===== src/rtl/sync_reg_reader.sv =====
// Captures each new word from an upstream synchronising register into a small FIFO.
// Latency: a captured word is visible on out_data/out_valid one edge after capture when the FIFO was empty.
// Backpressure: out_valid/out_ready handshake; a word captured while full with no pop is dropped and flagged.
// Optional feature: define SYNC_REG_READER_DROP_CNT_EN to add the saturating 8-bit drop_cnt output.
module sync_reg_reader #(
  parameter int SIZE  = 8,
  parameter int DEPTH = 4
) (
  input  logic                     r_clk,
  input  logic                     rst,
  input  logic [SIZE-1:0]          r_data,
  input  logic                     r_empty,
  output logic [SIZE-1:0]          out_data,
  output logic                     out_valid,
  input  logic                     out_ready,
  output logic [$clog2(DEPTH):0]   count,
  output logic                     overflow
`ifdef SYNC_REG_READER_DROP_CNT_EN
  ,
  output logic [7:0]               drop_cnt
`endif
);

  localparam int PW = $clog2(DEPTH);
  localparam int CW = PW + 1;
  localparam logic [CW-1:0] FULL_CNT = CW'(DEPTH);
  localparam logic [CW-1:0] CNT_ONE  = CW'(1);
  localparam logic [PW-1:0] PTR_ONE  = PW'(1);

  logic              empty_q, empty_d;
  logic [PW-1:0]     wr_ptr_q, wr_ptr_d;
  logic [PW-1:0]     rd_ptr_q, rd_ptr_d;
  logic [CW-1:0]     count_q, count_d;
  logic              overflow_q, overflow_d;
  logic [SIZE-1:0]   mem_q [DEPTH];
  logic [SIZE-1:0]   mem_d [DEPTH];

  logic push, pop, full, accept, drop;

  // Falling edge of the upstream empty flag marks exactly one new word; the
  // word is taken at the tail when there is room (or the head leaves this cycle).
  always_comb begin
    empty_d = r_empty;
    push    = !r_empty && empty_q;
    pop     = (count_q != '0) && out_ready;
    full    = (count_q == FULL_CNT);
    accept  = push && (!full || pop);
    drop    = push && full && !pop;
  end

  // Next-state for storage, pointers, occupancy and the sticky overflow flag.
  always_comb begin
    mem_d      = mem_q;
    wr_ptr_d   = wr_ptr_q;
    rd_ptr_d   = rd_ptr_q;
    count_d    = count_q;
    overflow_d = overflow_q | drop;
    if (accept) begin
      mem_d[wr_ptr_q] = r_data;
      wr_ptr_d        = wr_ptr_q + PTR_ONE;
    end
    if (pop) begin
      rd_ptr_d = rd_ptr_q + PTR_ONE;
    end
    case ({accept, pop})
      2'b10:   count_d = count_q + CNT_ONE;
      2'b01:   count_d = count_q - CNT_ONE;
      default: count_d = count_q;
    endcase
  end

  // State registers; reset empties the FIFO and arms empty_q so a low r_empty
  // at the first edge after reset is taken as a new word.
  always_ff @(posedge r_clk or posedge rst) begin
    if (rst) begin
      empty_q    <= 1'b1;
      wr_ptr_q   <= '0;
      rd_ptr_q   <= '0;
      count_q    <= '0;
      overflow_q <= 1'b0;
      mem_q      <= '{default: '0};
    end else begin
      empty_q    <= empty_d;
      wr_ptr_q   <= wr_ptr_d;
      rd_ptr_q   <= rd_ptr_d;
      count_q    <= count_d;
      overflow_q <= overflow_d;
      mem_q      <= mem_d;
    end
  end

  // Outputs come straight from state; out_ready never reaches them combinationally.
  assign out_data  = mem_q[rd_ptr_q];
  assign out_valid = (count_q != '0);
  assign count     = count_q;
  assign overflow  = overflow_q;

`ifdef SYNC_REG_READER_DROP_CNT_EN
  logic [7:0] drop_cnt_q, drop_cnt_d;

  // Saturating count of words discarded because the FIFO was full.
  always_comb begin
    drop_cnt_d = drop_cnt_q;
    if (drop && (drop_cnt_q != 8'hFF)) begin
      drop_cnt_d = drop_cnt_q + 8'd1;
    end
  end

  // Drop counter register.
  always_ff @(posedge r_clk or posedge rst) begin
    if (rst) begin
      drop_cnt_q <= 8'd0;
    end else begin
      drop_cnt_q <= drop_cnt_d;
    end
  end

  assign drop_cnt = drop_cnt_q;
`endif

endmodule

===== config.mk =====
export PLATFORM = sky130hd
export DESIGN_NAME = sync_reg_reader
export DESIGN_NICKNAME = d
export VERILOG_FILES = /design/src/rtl/sync_reg_reader.sv
export SDC_FILE = /design/constraint.sdc
export NUM_CORES = 1
export LEC_CHECK = 0
export CAP_MARGIN = 15
export CORE_MARGIN = 2
export CORE_UTILIZATION = 40
export CTS_BUF_LIST = sky130_fd_sc_hd__clkbuf_2 sky130_fd_sc_hd__clkbuf_4 sky130_fd_sc_hd__clkbuf_8
export DETAILED_ROUTE_END_ITERATION = 16
export SLEW_MARGIN = 30
export SYNTH_ARGS = -nofsm -noshare
export SYNTH_HDL_FRONTEND = slang
export SYNTH_SLANG_ARGS = --single-unit

===== constraint.sdc =====
create_clock -name r_clk -period 2.75 [get_ports r_clk]
set_input_delay 0.6875 -clock r_clk [delete_from_list [all_inputs] [get_ports r_clk]]
set_output_delay 0.6875 -clock r_clk [all_outputs]
set_load 0.05 [all_outputs]

==> impl_metrics.env <==
export IMPL_syn_to_final_growth_pct=22.16
export IMPL_path_class="flop to primary output"
export IMPL_dpl_cell_count=200
export IMPL_wl_per_cell_um=16.27
export IMPL_synth_most_common_cell="dfrtp_1"
export IMPL_synth_cells=120
export IMPL_cp_slowest_cell="clkdlybuf4s50_1"
export IMPL_io_buffers=24
export IMPL_std_cell_rows=24
export IMPL_post_route_period_util=0.9122
export IMPL_synth_top_family_by_area="multiplexers"
export IMPL_synthTopCellsByArea="dfrtp_1 (53%), mux2_1 (19%), mux4_2 (9.6%)"
export IMPL_dpl_worst_slack_ns=0.05646
export IMPL_routed_wl_um=3384
export IMPL_cts_tree="built"
export IMPL_cts_hold_buf=0
export IMPL_syn_nets=138
export IMPL_cp_cell_sequence="or3_1, clkdlybuf4s50_1"
export IMPL_ios=25
export IMPL_stdcell_area_um2=2303
export IMPL_grt_overflow=0
export IMPL_initial_core_util=0.4243
export IMPL_root_buffer="clkbuf_8"
export IMPL_drive_above_1_share=0.2436
export IMPL_ys_async_sr_fraction=1.000
export IMPL_synth_edf_count=0
export IMPL_dieArea_um2=5279
export IMPL_path_delay_family="buffers and inverters"
export IMPL_dpl_instance_area_um2=2217
export IMPL_hold_start="overflow"
export IMPL_diodes=0
export IMPL_stdcell_count=208
export IMPL_cts_buffers_inserted=5
export IMPL_synth_xor_area_share=0.02787
export IMPL_hold_viol_final=0
export IMPL_antenna_found_initial=0
export IMPL_r2r_end="count[2]"
export IMPL_htree_levels=2
export IMPL_synth_area_mux_share=0.2979
export IMPL_grt_pass1_vias=1206
export IMPL_final_setup_viol_count=0
export IMPL_drv_cap=0
export IMPL_dr_pass1_iters=4
export IMPL_synth_area_leader_cell="dfrtp_1"
export IMPL_hold_end="overflow"
export IMPL_fin_nets=173
export IMPL_finalCriticalPeriod_ns=2.509
export IMPL_clock_tree_buffer_depth=2
export IMPL_final_antenna_net_count=0
export IMPL_status="completed"
export IMPL_routed_via_count=1052
export IMPL_reg2reg_from="count[1]"
export IMPL_ff2ff_setup_slack_ns=0.74
export IMPL_hp_class="flop to flop"
export IMPL_viasPerCell=5.058
export IMPL_grt_max_degree=42
export IMPL_fmaxAchievable_ghz=0.3986
export IMPL_rsz0062_at_grt="no"
export IMPL_max_stage_delay_ns=0.71
export IMPL_synth_seq_area_share=0.5448
export IMPL_synthTopCellsByCount="dfrtp_1 (40), mux2_1 (32), inv_1 (8), mux4_2 (8)"
export IMPL_cp_num_buf_inv=1
export IMPL_syn_avg_cell_area_um2=15.71
export IMPL_grt_first_pass_wirelength_um=6023
export IMPL_synth_simple_area_share=0.04512
export IMPL_path_clk_slew_ns=0.08
export IMPL_drt_iter0_drc=66
export IMPL_ys_seq_elements=41
export IMPL_final_setup_skew_ns=0.003592
export IMPL_fillers=400
export IMPL_ys_warn_count=0
export IMPL_clkSinkCount=41
export IMPL_multi_input_area_um2=799.5
export IMPL_dieWidth_um=72.66
export IMPL_clk_latency_ns=0.29
export IMPL_seq_area_um2=1027
export IMPL_synth_top_area_frac=0.5309
export IMPL_core_area_um2=4444
export IMPL_gp_congestion=0.7695
export IMPL_synth_cell_types=21
export IMPL_setup_slack_ns=0.2414
export IMPL_dp_hpwl_um=2429
export IMPL_synth_fa_ha_area_frac=0.04380
export IMPL_relSlewSlack=0.6145
export IMPL_synth_area_um2=1886
export IMPL_ys_flop_type="dfrtp_1"
export IMPL_worstHoldPathCells=1
export IMPL_fin_tns_setup_ns=0
export IMPL_postCtsSetupRepairBufs=0
export IMPL_cts_resized=0
export IMPL_end_kind="primary output"
export IMPL_die_h_um=72.66
export IMPL_finalMaxSlewViolations=0
export IMPL_tightestPinTransition_ns=0.5783
export IMPL_arrival_ns=1.82
export IMPL_critPathMaxFanout=5
export IMPL_cp_required_ns=2.06
export IMPL_track_usage=0.1526
export IMPL_drc=0
export IMPL_critPathLaunchType="flop"
export IMPL_ff2ff_path_depth=9
export IMPL_synth_compound_area_frac=0.009290
[area by class of cell]
| cell class | count | share of cell area |
|---|---|---|
| sequential | 41 | 0.4460 |
| multi-input combinational | 65 | 0.3471 |
| timing repair buffer | 34 | 0.1282 |
| clock buffer | 6 | 0.03313 |
| tap | 52 | 0.02825 |
| inverter | 8 | 0.01304 |
| clock inverter | 2 | 0.004345 |
[layout by cell type, fill, tap and decap left out, types with 2 or more instances in the layout]
| cell | instances |
|---|---|
| dfrtp_1 | 40 |
| mux2_1 | 32 |
| buf_4 | 18 |
| clkdlybuf4s50_1 | 16 |
| inv_1 | 8 |
| mux4_2 | 8 |
| ha_1 | 5 |
| clkbuf_8 | 5 |
| nor4bb_1 | 4 |
| xor2_1 | 3 |
| xnor2_1 | 3 |
| clkinv_2 | 2 |
[worst reg2reg max path: cells and delay by family (launching register included)]
kind / cells / cell delay, ns
AND/OR/NAND/NOR: 3 / 0.53
adder cells (fa/ha/maj): 2 / 0.54
buffers and inverters: 2 / 0.13
XOR/XNOR: 2 / 0.30
flip-flops: 1 / 0.45
[stage by stage]
step | hold slack (ns) | utilization
after floorplan | 0.4524 | -
after global placement | 0.4613 | 0.4989
after detailed placement | 0.4632 | 0.4989
after CTS | 0.4868 | 0.5183
after global routing | 0.4998 | 0.5183
final | 0.4835 | 0.5183
[kinds of logic after synthesis]
group | count (synthesis)
muxes | 42
DFF | 41
buffers and inverters | 14
and+or+nand+nor | 9
xor gates and xnor gates | 6
adders and majority gates | 6
AOI/OAI and AO/OA | 2
[worst max-delay path by stage]
stage | from | end | slack [ns] | cells past startpoint
after CTS | rd_ptr_q[0] | out_data[7] | 0.21 | 2
after global routing | rd_ptr_q[0] | out_data[1] | 0.16 | 2
after floorplan | count[2] | count[2] | 0.46 | 9
after global placement | out_ready | count[2] | 0.14 | 10
final | count[1] | out_valid | 0.24 | 2
after detailed placement | out_ready | count[2] | 0.06 | 10
[sequential cells by signal (all words and copies together) (netlist names)]
name	flops
mem_q	32
empty_q	1
count	3
wr_ptr_q	2
overflow	1
rd_ptr_q	2
[per-layer routing]
metal | global-route usage | routed length [um] | vias to the layer above
met5 | 0 | 0 | -
met4 | 0.05556 | 57 | 0
met3 | 0.03591 | 103 | 5
met2 | 0.2414 | 1617 | 15
met1 | 0.2058 | 1606 | 535
li1 | - | - | 497
Power is not shown: default switching activity piles up to over one toggle a cycle in this logic, so the estimate is an artifact.
